**config.mk**
```make
export PLATFORM = sky130hd
export DESIGN_NAME = mult_div_unit
export DESIGN_NICKNAME = d
export VERILOG_FILES = /design/src/rtl/mdu_pkg.sv /design/src/rtl/mult_div_unit.sv
export SDC_FILE = /design/constraint.sdc
export NUM_CORES = 1
export LEC_CHECK = 0
export ABC_AREA = 1
export CAP_MARGIN = 10
export CORE_ASPECT_RATIO = 0.9
export CORE_MARGIN = 3
export CORE_UTILIZATION = 40
export CTS_CLUSTER_SIZE = 25
export DETAILED_ROUTE_END_ITERATION = 10
export GPL_TIMING_DRIVEN = 0
export PLACE_DENSITY_LB_ADDON = 0.05
export SLEW_MARGIN = 30
export SYNTH_ARGS = -nofsm -noshare
export SYNTH_HDL_FRONTEND = slang
export SYNTH_SLANG_ARGS = --single-unit
```
**constraint.sdc**
```tcl
create_clock -name clock -period 2.5 [get_ports clock]
set_input_delay 0.75 -clock clock [delete_from_list [all_inputs] [get_ports clock]]
set_output_delay 0.75 -clock clock [all_outputs]
set_load 0.02 [all_outputs]
```
**src/rtl/mdu_pkg.sv**
```systemverilog
// Shared definitions for the HI/LO multiply/divide unit: op encodings,
// controller states, iteration count and a sign-magnitude helper.
package mdu_pkg;

  localparam int MDU_WIDTH      = 32;
  localparam int MDU_ITERATIONS = 32;

  typedef enum logic [1:0] {
    OP_MULT  = 2'b00,
    OP_MULTU = 2'b01,
    OP_DIV   = 2'b10,
    OP_DIVU  = 2'b11
  } mdu_op_e;

  typedef enum logic [1:0] {
    ST_IDLE  = 2'b00,
    ST_CALC  = 2'b01,
    ST_FIXUP = 2'b10,
    ST_DONE  = 2'b11
  } mdu_state_e;

  // Two's-complement magnitude of v when neg is set, v unchanged otherwise.
  function automatic logic [MDU_WIDTH-1:0] mag32(input logic [MDU_WIDTH-1:0] v,
                                                 input logic neg);
    return neg ? (~v + 1'b1) : v;
  endfunction

endpackage

```
**src/rtl/mult_div_unit.sv**
```systemverilog
// Iterative 32x32 multiply / 32/32 divide unit with architectural HI/LO.
// Fixed latency: 32 radix-2 steps on magnitudes, then one sign fixup cycle.
// Handshake: start is a one-cycle request honoured only in IDLE; busy is high
// while an operation runs (CALC, FIXUP); done pulses for one cycle with hi/lo
// already holding the result. Requests while busy are dropped, not queued.
module mult_div_unit
  import mdu_pkg::*;
(
  input  logic        clock,
  input  logic        reset,
  input  logic [31:0] operand_a,
  input  logic [31:0] operand_b,
  input  logic [1:0]  op,
  input  logic        start,
  input  logic        write_hi,
  input  logic        write_lo,
  input  logic [31:0] write_data,
  output logic [31:0] hi,
  output logic [31:0] lo,
  output logic        busy,
  output logic        done,
  output mdu_state_e  dbg_state
);

  localparam logic [5:0] LAST_STEP = 6'(MDU_ITERATIONS - 1);

  mdu_state_e  r_state;
  mdu_state_e  w_next_state;
  logic [63:0] r_acc;      // mult: {partial, multiplier}; div: {remainder, dividend/quotient}
  logic [31:0] r_m;        // multiplicand or divisor magnitude
  logic [5:0]  r_cnt;
  logic        r_is_div;
  logic        r_neg_q;    // negate product / quotient
  logic        r_neg_r;    // negate remainder

  logic        w_start_div;
  logic        w_start_signed;
  logic        w_sign_a;
  logic        w_sign_b;
  logic [31:0] w_mag_a;
  logic [31:0] w_mag_b;
  logic [32:0] w_mul_sum;
  logic [32:0] w_rem_shift;
  logic        w_rem_ge;
  logic [31:0] w_rem_sub;
  logic [63:0] w_step;
  logic [63:0] w_prod;
  logic [31:0] w_quo;
  logic [31:0] w_rem;

  assign dbg_state = r_state;

  // Operand decode at request time: signedness, signs and magnitudes.
  always_comb begin
    w_start_div    = (mdu_op_e'(op) == OP_DIV) || (mdu_op_e'(op) == OP_DIVU);
    w_start_signed = (mdu_op_e'(op) == OP_MULT) || (mdu_op_e'(op) == OP_DIV);
    w_sign_a       = w_start_signed & operand_a[31];
    w_sign_b       = w_start_signed & operand_b[31];
    w_mag_a        = mag32(operand_a, w_sign_a);
    w_mag_b        = mag32(operand_b, w_sign_b);
  end

  // One radix-2 step of shift-add multiply or restoring divide, plus fixup values.
  always_comb begin
    w_mul_sum   = {1'b0, r_acc[63:32]} + (r_acc[0] ? {1'b0, r_m} : 33'd0);
    w_rem_shift = r_acc[63:31];
    w_rem_ge    = (w_rem_shift >= {1'b0, r_m});
    w_rem_sub   = w_rem_shift[31:0] - r_m;
    if (r_is_div) begin
      w_step = {(w_rem_ge ? w_rem_sub : w_rem_shift[31:0]), r_acc[30:0], w_rem_ge};
    end else begin
      w_step = {w_mul_sum, r_acc[31:1]};
    end
    w_prod = r_neg_q ? (~r_acc + 64'd1) : r_acc;
    // A zero divisor leaves the dividend as remainder; the quotient is forced.
    w_quo  = (r_m == 32'd0) ? 32'hFFFF_FFFF : mag32(r_acc[31:0], r_neg_q);
    w_rem  = mag32(r_acc[63:32], r_neg_r);
  end

  // Controller state register.
  always_ff @(posedge clock or negedge reset) begin
    if (!reset) r_state <= ST_IDLE;
    else        r_state <= w_next_state;
  end

  // Controller next-state and status outputs.
  always_comb begin
    w_next_state = r_state;
    busy         = 1'b0;
    done         = 1'b0;
    case (r_state)
      ST_IDLE:  if (start) w_next_state = ST_CALC;
      ST_CALC: begin
        busy = 1'b1;
        if (r_cnt == LAST_STEP) w_next_state = ST_FIXUP;
      end
      ST_FIXUP: begin
        busy         = 1'b1;
        w_next_state = ST_DONE;
      end
      ST_DONE: begin
        done         = 1'b1;
        w_next_state = ST_IDLE;
      end
      default:  w_next_state = ST_IDLE;
    endcase
  end

  // Working register, counter and latched operation attributes.
  always_ff @(posedge clock or negedge reset) begin
    if (!reset) begin
      r_acc    <= '0;
      r_m      <= '0;
      r_cnt    <= '0;
      r_is_div <= 1'b0;
      r_neg_q  <= 1'b0;
      r_neg_r  <= 1'b0;
    end else begin
      case (r_state)
        ST_IDLE: begin
          if (start) begin
            r_acc    <= {32'd0, (w_start_div ? w_mag_a : w_mag_b)};
            r_m      <= w_start_div ? w_mag_b : w_mag_a;
            r_cnt    <= '0;
            r_is_div <= w_start_div;
            r_neg_q  <= w_sign_a ^ w_sign_b;
            r_neg_r  <= w_sign_a;
          end
        end
        ST_CALC: begin
          r_acc <= w_step;
          r_cnt <= r_cnt + 6'd1;
        end
        default: ;
      endcase
    end
  end

  // Architectural HI/LO: direct loads while not busy, result write in FIXUP.
  always_ff @(posedge clock or negedge reset) begin
    if (!reset) begin
      hi <= '0;
      lo <= '0;
    end else if (r_state == ST_FIXUP) begin
      if (r_is_div) begin
        hi <= w_rem;
        lo <= w_quo;
      end else begin
        hi <= w_prod[63:32];
        lo <= w_prod[31:0];
      end
    end else if (!busy) begin
      if (write_hi) hi <= write_data;
      if (write_lo) lo <= write_data;
    end
  end

endmodule

```
## Word-level counts from Yosys, hierarchy flattened

Cells that the tools add are included.

- Multiply operators: 0
- Reduce and logical (&&, ||, !) cells: 14
- Order comparisons: 1
- Div/mod/pow operators: 0
- Shift-type cells: 0
- Bitwise logic cells: 8
- Mux-type cells: 28
- Equal/unequal tests: 9
- Add/sub/neg operators: 8

Operators with widths:

| operator | count |
|---|---|
| 32-bit two-way mux | 17 |
| 64-bit two-way mux | 3 |
| 32-bit by 1-bit adder with 32-bit output (second input constant) | 4 |
| 32-bit NOT | 4 |
| 64-bit case mux with 2 select lines | 1 |
| 64-bit by 1-bit adder with 64-bit output (second input constant) | 1 |
| 64-bit NOT | 1 |
| 32-bit by 32-bit adder with 33-bit output | 1 |
| 33-bit by 32-bit >= comparator with 1-bit output | 1 |
| 32-bit logical NOT | 1 |
| 32-bit subtractor | 1 |
| 6-bit case mux with 2 select lines | 1 |
| 2-bit AND reduction | 5 |
| 2-bit equality test (second input constant) | 4 |
| 2-bit case mux with 4 select lines | 1 |
| 6-bit by 1-bit adder with 6-bit output (second input constant) | 1 |
| 6-bit by 5-bit equality test with 1-bit output (second input constant) | 1 |
| 6-bit two-way mux | 1 |
| 2-bit nonzero test | 3 |
| 2-bit logical NOT | 2 |
| 2-bit two-way mux | 2 |
| 2-bit inequality test (second input constant) | 2 |
| 1-bit AND | 2 |
| 2-bit by 1-bit equality test with 1-bit output (second input constant) | 1 |
| 5 further kinds | 7 |

- Bits in read-only memories: 0
- Register bits after elaboration: 171
- Memories kept: 0
- Memory bits (writable): 0
- Word-level logic and storage cells: 77
- Output and inout port bits: 68
- Bits in latches: 0

## Longest topological paths before layout

Gate-level depths: netlist of the first run.

- Depth after elaboration: 7
- Mapped depth: 19

## Worst setup path after synthesis of the first run

OpenSTA, ideal clock, no wires.

- Kind: register -> register
- From: register r_acc[0]
- To: register r_acc[61]
- Cell stages (with the launch flop): 16
- Clock period less this slack: 2563 ps
- Arrival time: 2446 ps
- Path buffers: 2
- Setup time: 117 ps
- Slack: -63 ps
- Cells stage by stage: dfrtp_1 > buf_2 > clkbuf_1 > nand2_1 > inv_1 > ha_1 > inv_1 > fa_1 > o21ai_1 > a21oi_1 > o21ai_0 > nand2_1 > nand3_1 > nand3_1 > nand3_1 > nand2_1

- Word-level cells in the longest chain between the ends: 4

Ends and longest elaborated chain:

| item | RTL line | RTL |
|---|---|---|
| from (decl) | mult_div_unit.sv:29 | `logic [63:0] r_acc;` |
| from (signal assigned) | mult_div_unit.sv:122 | `r_acc <= {32'd0, (w_start_div ? w_mag_a : w_mag_b)};` |
| from (signal assigned) | mult_div_unit.sv:131 | `r_acc <= w_step;` |
| 32-bit two-way mux | mult_div_unit.sv:65 | `w_mul_sum = {1'b0, r_acc[63:32]} + (r_acc[0] ? {1'b0, r_m} : 33'd0);` |
| 32-bit by 32-bit adder with 33-bit output | mult_div_unit.sv:65 |  |
| 64-bit two-way mux | mult_div_unit.sv:69 | `if (r_is_div) begin` |
| 64-bit case mux with 2 select lines | mult_div_unit.sv:119 | `case (r_state)` |

No other way between the ends.
A chain may end at the register's enable or synchronous reset.

## Worst setup path in the final report of the first run

- From: register r_acc[31]
- To: register r_acc[42]

- Word-level cells in the longest chain between the ends: 4

Ends and longest elaborated chain:

| item | RTL line | RTL |
|---|---|---|
| 32-bit subtractor / 33-bit by 32-bit >= comparator with 1-bit output (equally long branches) | mult_div_unit.sv:68, mult_div_unit.sv:67 |  |
| 32-bit two-way mux (*) | mult_div_unit.sv:70 | `w_step = {(w_rem_ge ? w_rem_sub : w_rem_shift[31:0]), r_acc[30:0], w_rem_ge};` |
| 64-bit two-way mux (*) | mult_div_unit.sv:69 |  |
| 64-bit case mux with 2 select lines (*) | mult_div_unit.sv:119 |  |

Every way passes the cells marked *; elsewhere a longest branch is shown, timed or not.

==> impl_metrics.csv, run 1 <==
group,metric,value,unit
logic_synthesis,synth_top_cell_by_area,"sky130_fd_sc_hd__dfrtp_1",
detailed_routing,vias_per_cell,5.739,
clock_tree,ctsHtreeMaxLevel,4,
critical_path,crit_path_max_incr_delay,0.43,ns
layout,layout_cells_sized_above_1,19.03,%
pwr,power.combinational.fraction,77.9,%
logic_synthesis,largest_family_of_logic_cells_by_synthesized_area,"simple AND/OR/NAND/NOR gates",
place,hpwl,74740,um
critical_path,crit_fanout,6,
die,initial_cell_density_of_the_core,41.11,%
pwr,pwr-share-seq,15.2,%
pwr,switching_power,22220,uW
layout,synthesis_to_finish_area_growth,33.65,%
critical_path,worst_ep_arrival_time,2.96,ns
sta,report.final.setup_viol,9,
layout,final-instance-count-excl-fill,4120,
outcome,outcome,"finished with violations",
worst_hold_path,hold_path.class,"input pin to async pin",
sta,finClkSkew,0.01564,ns
sta,maxSlewHeadroom,34.94,%
die,dieWidth,232.3,um
critical_path,endpoint_kind,"register",
logic_synthesis,synth.cell_area,18440,um^2
place,globalplace.congestion,1.036,
flow_run,max_cap_violations,0,
sta,setup_ws_post_layout,-0.1202,ns
layout,final_core_utilization,54.94,%
detailed_routing,avgRoutedWirePerCell,22.78,um
global_routing,number_of_global_route_vias_before_repair,21280,
die,placementRows,73,
clock_tree,clk_path_buf_depth,2,
clock_tree,count_of_hold_buffers_inserted_by_post_cts_repair,0,
logic_synthesis,synth.mux.area_fraction,0,%
outcome,violations,"setup timing",
detailed_routing,final_antenna_net_count,0,
clock_tree,clock-sinks,171,
sta,fmax,381.6,MHz
global_routing,grt_max_degree,80,
logic_synthesis,synth_top_flop_cell,"sky130_fd_sc_hd__dfrtp_1",
logic_synthesis,synth_area_per_cell,5.799,um^2
logic_synthesis,synth_warnings,0,
sta,timing.setup.tns,-0.3381,ns
sta,timing.final.crit_share,104.8,%
layout,final_nets,3686,
sta,layout_min_cycle_time,2.620,ns
detailed_routing,drt-pass1-iter-count,6,
logic_synthesis,yosys.cell_count.top_type,"sky130_fd_sc_hd__nand2_1",
logic_synthesis,synth.cells.most_frequent,"sky130_fd_sc_hd__nand2_1, sky130_fd_sc_hd__inv_1, sky130_fd_sc_hd__nor2_1, sky130_fd_sc_hd__nand3_1, sky130_fd_sc_hd__a21oi_1",
logic_synthesis,synth_adder_area_share,5.240,%
global_routing,antenna_violations_before_repair,1,
die,floorplan_die_height,209.7,um
sta,hold_violations,0,
pwr,p_leak,0.01163,uW
clock_tree,cts_root_buffer,"sky130_fd_sc_hd__clkbuf_16",
pwr,p_per_area,1567,nW/um^2
place,placement.cell_area,20950,um^2
logic_synthesis,synth_nets,3358,
global_routing,grt_overflow,0,
detailed_routing,remaining_drc_errors,0,
die,boundaryPins,171,
detailed_routing,via_count,23650,
sta,report.final.slew_viol_count,0,
logic_synthesis,synth_xor_xnor_area_share,2.375,%
logic_synthesis,post_synthesis_compound_gate_area_fraction,15.49,%
logic_synthesis,synth_enable_flop_cells,0,
global_routing,grt_pass1_wl,135000,um
logic_synthesis,cell_types_with_the_largest_area_share_after_synthesis,"sky130_fd_sc_hd__dfrtp_1, sky130_fd_sc_hd__nand2_1, sky130_fd_sc_hd__nand3_1",
pwr,clock_power_share,6.9,%
sta,rsz0062_at_grt,"true",
layout,multi_input_comb_area,13850,um^2
logic_synthesis,ys_async_sr_fraction,100.0,%
sta,worst-slew-pin-transition,0.9760,ns
logic_synthesis,synth_register_bits,171,
die,placeableCoreArea,44850,um^2
place,port-buffer-count,170,
clock_tree,worst_path_clk_slew,0.08,ns
die,fp.dieArea,48700,um^2
layout,sequential_cell_area,4339,um^2
clock_tree,clkLatencyLatePin,0.47,ns
critical_path,startpoint_type,"register",
layout,antenna_cells,0,
critical_path,cp.required,2.84,ns
logic_synthesis,syn-instance-count,3179,
pwr,power_switching_share,57.54,%
sta,final.hold.worst_slack,0.1527,ns
logic_synthesis,yosysTopAreaCellShare,23.21,%
clock_tree,tritoncts.num_buffers,17,
logic_synthesis,synth-simple-area-share,42.15,%
clock_tree,cts_tree,"done",
place,placed_cells_incl_taps,3951,
critical_path,critical_path.cell_chain,"clkinv_4 > ha_4 > nand4_1 > nor2_2 > nand3_4 > nand2_4 > nor2_8 > nand2_8 > buf_12 > buf_12 > nand4_1 > nand3b_1 > o21ai_1",
detailed_routing,drtIter0Drc,2725,
logic_synthesis,synth_cell_type_count,51,
global_routing,globalRouteTotalUtil,37.03,%
pwr,vdd.ir_drop.worst,0.9560,mV
layout,final_design_area_no_fill,24640,um^2
logic_synthesis,seq_total_area_yosys,23.21,%
critical_path,path_class,"register to register",
pwr,power_report.internal_total,16400,uW
layout,fill_cells,4545,
critical_path,crit_slowest_cell,"sky130_fd_sc_hd__dfrtp_2",
detailed_routing,routed_wirelength,93850,um
==> cells in the final DEF (no fill, tap or decap), drive strengths merged, types with 3 or more instances in the layout <==
| master | Yosys | layout |
|---|---|---|
| nand2 | 904 | 904 |
| nor2 | 451 | 451 |
| inv | 441 | 445 |
| nand3 | 354 | 354 |
| o21ai | 205 | 205 |
| a21oi | 203 | 203 |
| buf | 39 | 178 |
| dfrtp | 171 | 171 |
| clkdlybuf4s50 | 0 | 164 |
| clkbuf | 60 | 77 |
| ha | 74 | 74 |
| nand4 | 51 | 51 |
| xor2 | 36 | 36 |
| nor3 | 35 | 35 |
| o211ai | 26 | 26 |
| o21bai | 18 | 18 |
| a22oi | 17 | 17 |
| o221ai | 15 | 15 |
| nand3b | 14 | 14 |
| a31oi | 14 | 14 |
| xnor2 | 14 | 14 |
| clkinv | 7 | 12 |
| or2 | 6 | 6 |
| clkinvlp | 0 | 5 |
| and2 | 5 | 5 |
| dlymetal6s2s | 0 | 4 |
| a21o | 3 | 3 |
| o21a | 3 | 3 |
| o31ai | 3 | 3 |
==> area by class of cell <==
| cell class | instances | area share (%) |
|---|---|---|
| multi-input cells | 2461 | 56.20 |
| flip-flops and latches | 171 | 17.61 |
| repair buffers | 309 | 11.74 |
| inverters | 448 | 6.942 |
| well taps | 600 | 3.047 |
| plain buffers | 99 | 2.224 |
| clock buffers | 18 | 1.782 |
| clock inverters | 14 | 0.4570 |
==> path summary, 6_finish.rpt <==
kind | from | endpoint | slack (ns) | cells after the start
setup / recovery | r_acc[31] | r_acc[42] | -0.12 | 13
hold / removal | reset | r_acc[50] | 0.15 | 1
setup reg to reg | r_acc[31] | r_acc[42] | -0.12 | 13
hold reg to reg | lo[28] | lo[28] | 0.49 | 2
max in group asynchronous | reset | r_acc[41] | 1.58 | 2
min in group clock | lo[28] | lo[28] | 0.49 | 2
==> metrics by stage <==
step,worst slack [ns],total power (uW)
final,-0.1202,38620
after global routing,-0.1408,40900
after CTS,-0.03723,34680
after detailed placement,-0.8723,29270
after global placement,-6.989,29010
after floorplan,0.03651,20470
==> cell families (layout without fill, tap and decap cells) <==
logic type,Yosys count,in the layout
flops,171,171
buf+inv,547,888
fa+ha+maj,76,76
compound gates,510,510
xor+xnor,50,50
simple gates,1825,1825
==> worst max-delay path: cells and delay by family, from the launching register on <==
family          cells  cell delay, ns
compound gates      1            0.08
fa+ha+maj           1            0.29
buf+inv             3            0.32
flops               1            0.43
simple gates        8            1.33
==> state kept, by name, summed over array words and instances (netlist names) <==
signal and flops:
hi 32, r_acc 64, r_cnt 6, r_neg_r 1
r_m 32, dbg_state 2, r_is_div 1, lo 32
r_neg_q 1
==> per-layer routing <==
layer	vias to the layer above	part of all wire, %	GRT usage, %	wire length [um]
li1	10960	-	-	-
met1	11100	43	53.20	40260
met2	1375	41	54.48	38900
met3	215	10	6.311	9688
met4	0	5.3	15.72	5006
met5	-	0	0	0
==> power groups by stage <==
stage          Clock, uW  Sequential [uW]  Combinational [uW]
2_1_floorplan          0             5800               14700
3_3_place_gp           0             6060               22900
3_5_place_dp           0             6110               23200
4_1_cts             2670             5770               26200
5_1_grt             2790             5910               32200
6_report            2670             5860               30100
==> what timing repair did <==
| action | CTS | global route |
|---|---|---|
| cloned | 0 | 3 |
| endpoints found under the setup margin | 124 | 117 |
| buffers inserted | 74 | 60 |
| hold endpoints to repair | 0 | 0 |
| pin swaps | 43 | 106 |
| gates resized for setup | 259 | 299 |
Note: power is estimated with default switching activity, not from simulation.
==> run 2, diff against run 1 <==
Settings changed: CORE_UTILIZATION 40 to 25.
==> impl_metrics.csv, run 2 (synthesis results as in run 1) <==
group,metric,value,unit
layout,final_nets,3681,
critical_path,startpoint_type,"register",
sta,maxSlewHeadroom,34.01,%
global_routing,number_of_global_route_vias_before_repair,21600,
global_routing,grt_overflow,0,
critical_path,cp.required,2.88,ns
clock_tree,tritoncts.num_buffers,17,
die,dieWidth,292.2,um
layout,synthesis_to_finish_area_growth,37.80,%
die,boundaryPins,171,
sta,timing.final.crit_share,105.6,%
layout,fill_cells,8015,
layout,layout_cells_sized_above_1,20.57,%
detailed_routing,vias_per_cell,5.153,
clock_tree,cts_tree,"done",
critical_path,worst_ep_arrival_time,3.02,ns
pwr,vdd.ir_drop.worst,0.7176,mV
critical_path,endpoint_kind,"register",
clock_tree,clkLatencyLatePin,0.49,ns
place,port-buffer-count,170,
critical_path,crit_fanout,7,
global_routing,antenna_violations_before_repair,3,
detailed_routing,remaining_drc_errors,0,
worst_hold_path,hold_path.class,"input pin to async pin",
die,fp.dieArea,77040,um^2
detailed_routing,drt-pass1-iter-count,8,
outcome,outcome,"finished with violations",
die,placementRows,93,
detailed_routing,routed_wirelength,106800,um
place,globalplace.congestion,0.9512,
sta,final.hold.worst_slack,0.1451,ns
detailed_routing,final_antenna_net_count,0,
sta,setup_ws_post_layout,-0.1407,ns
global_routing,grt_max_degree,72,
layout,largest_register_ff_count,64,
layout,mostFrequentLayoutCell,"sky130_fd_sc_hd__nand2_1",
clock_tree,clock-sinks,171,
sta,hold_violations,0,
sta,fmax,378.7,MHz
outcome,violations,"setup timing",
sta,report.final.setup_viol,13,
clock_tree,clk_path_buf_depth,2,
die,floorplan_die_height,263.6,um
sta,finClkSkew,0.01592,ns
place,hpwl,86890,um
critical_path,path_class,"register to register",
sta,report.final.slew_viol_count,0,
clock_tree,worst_path_clk_slew,0.08,ns
layout,final_design_area_no_fill,25400,um^2
detailed_routing,via_count,23010,
detailed_routing,avgRoutedWirePerCell,23.91,um
clock_tree,ctsHtreeMaxLevel,4,
clock_tree,cts_root_buffer,"sky130_fd_sc_hd__clkbuf_16",
sta,rsz0062_at_grt,"true",
layout,mostFrequentLayoutCells,"sky130_fd_sc_hd__nand2_1, sky130_fd_sc_hd__inv_1, sky130_fd_sc_hd__nor2_1, sky130_fd_sc_hd__nand3_1, sky130_fd_sc_hd__clkdlybuf4s50_1",
die,initial_cell_density_of_the_core,25.51,%
sta,layout_min_cycle_time,2.641,ns
sta,worst-slew-pin-transition,0.9898,ns
die,placeableCoreArea,72260,um^2
global_routing,grt_pass1_wl,151500,um
place,placement.cell_area,21390,um^2
flow_run,max_cap_violations,0,
pwr,p_per_area,1564,nW/um^2
layout,regMostFlops,"r_acc",
pwr,p_leak,0.01172,uW
detailed_routing,drtIter0Drc,2104,
global_routing,globalRouteTotalUtil,26.77,%
run 2: cell count changes in the layout (fill, tap and decap cells not counted), moves of 5 or more:
cell,change
sky130_fd_sc_hd__a21oi_1,-6
sky130_fd_sc_hd__a21oi_4,+6
sky130_fd_sc_hd__clkbuf_2,+5
sky130_fd_sc_hd__nand2_1,-10
sky130_fd_sc_hd__nand2_2,+5
sky130_fd_sc_hd__nand3_1,-18
sky130_fd_sc_hd__nand3_2,+15
sky130_fd_sc_hd__o21ai_0,-12
sky130_fd_sc_hd__o21ai_2,+7
sky130_fd_sc_hd__xor2_1,-7
sky130_fd_sc_hd__xor2_2,+7
run 2: final cells by class:
type | count | area (um^2) | area share (%)
multi-input combinational | 2461 | 14200 | 55.90
antenna | 1 | 2.502 | 0.009851
inverter | 448 | 1710 | 6.733
clock inverter | 15 | 157.7 | 0.6206
tap | 950 | 1189 | 4.679
sequential | 171 | 4348 | 17.12
buffer | 99 | 555.5 | 2.187
clock buffer | 17 | 425.4 | 1.675
timing repair buffer | 304 | 2814 | 11.08
run 2: routing by layer:
metal  wire length, um  track usage (%)  vias up
met5                 0                0        -
met4              3176            7.123        0
met3              6210            3.610      119
met2             46880            41.59      771
met1             50510            38.71    11180
li1                  -                -    10950
run 2: critical path, cell delays in order, from the launching register on:
cell                         delay (ns)
sky130_fd_sc_hd__dfrtp_2           0.43
sky130_fd_sc_hd__clkinvlp_4        0.21
sky130_fd_sc_hd__ha_4              0.33
sky130_fd_sc_hd__nand4_1           0.23
sky130_fd_sc_hd__nor2_2            0.23
sky130_fd_sc_hd__nand3_2           0.11
sky130_fd_sc_hd__nand2_4           0.11
sky130_fd_sc_hd__nor2_8            0.05
sky130_fd_sc_hd__nand2_8           0.07
sky130_fd_sc_hd__buf_12            0.13
sky130_fd_sc_hd__buf_12            0.12
sky130_fd_sc_hd__nand4_1           0.28
sky130_fd_sc_hd__nand3_1           0.16
sky130_fd_sc_hd__nand2_1           0.06
run 2: path summary, 6_finish.rpt:
path,startpoint,to,cells after the start,slack (ns)
worst max-delay path,r_acc[31],r_acc[50],13,-0.14
worst min-delay path,reset,hi[15],1,0.15
worst max register to register,r_acc[31],r_acc[50],13,-0.14
worst min register to register,lo[25],lo[25],2,0.50
max in group asynchronous,reset,r_acc[31],2,1.55
min in group clock,lo[25],lo[25],2,0.50
run 2: what timing repair did:
item | 4_1_cts | 5_1_grt
gates cloned | 0 | 2
hold buffers | 0 | 0
resized for setup | 315 | 336
setup endpoints to repair | 152 | 123
hold endpoints to repair | 0 | 0
buffers inserted | 64 | 66
pin swaps | 46 | 99
run 2: per-stage QoR:
| step | total power (uW) | worst slack, ns | utilization (%) | cells | TNS [ns] |
|---|---|---|---|---|---|
| after floorplan | 20470 | 0.03651 | - | 3179 | 0 |
| after global placement | 30500 | -7.554 | 29.51 | 4299 | -1379.81 |
| after detailed placement | 30500 | -1.052 | 29.60 | 4301 | -94.82 |
| after CTS | 36310 | -0.1057 | 32.78 | 4397 | -0.2331 |
| after global routing | 42450 | -0.1336 | 35.15 | 4465 | -1.741 |
| final | 39740 | -0.1407 | 35.15 | 4466 | -0.4406 |
run 2: where the power goes:
part           internal, uW  total [uW]  leakage, uW  switching [uW]
sequential             4220        5940      0.00198            1730
combinational         10800       31000      0.00946           20200
clock                  1320        2780     0.000278            1450
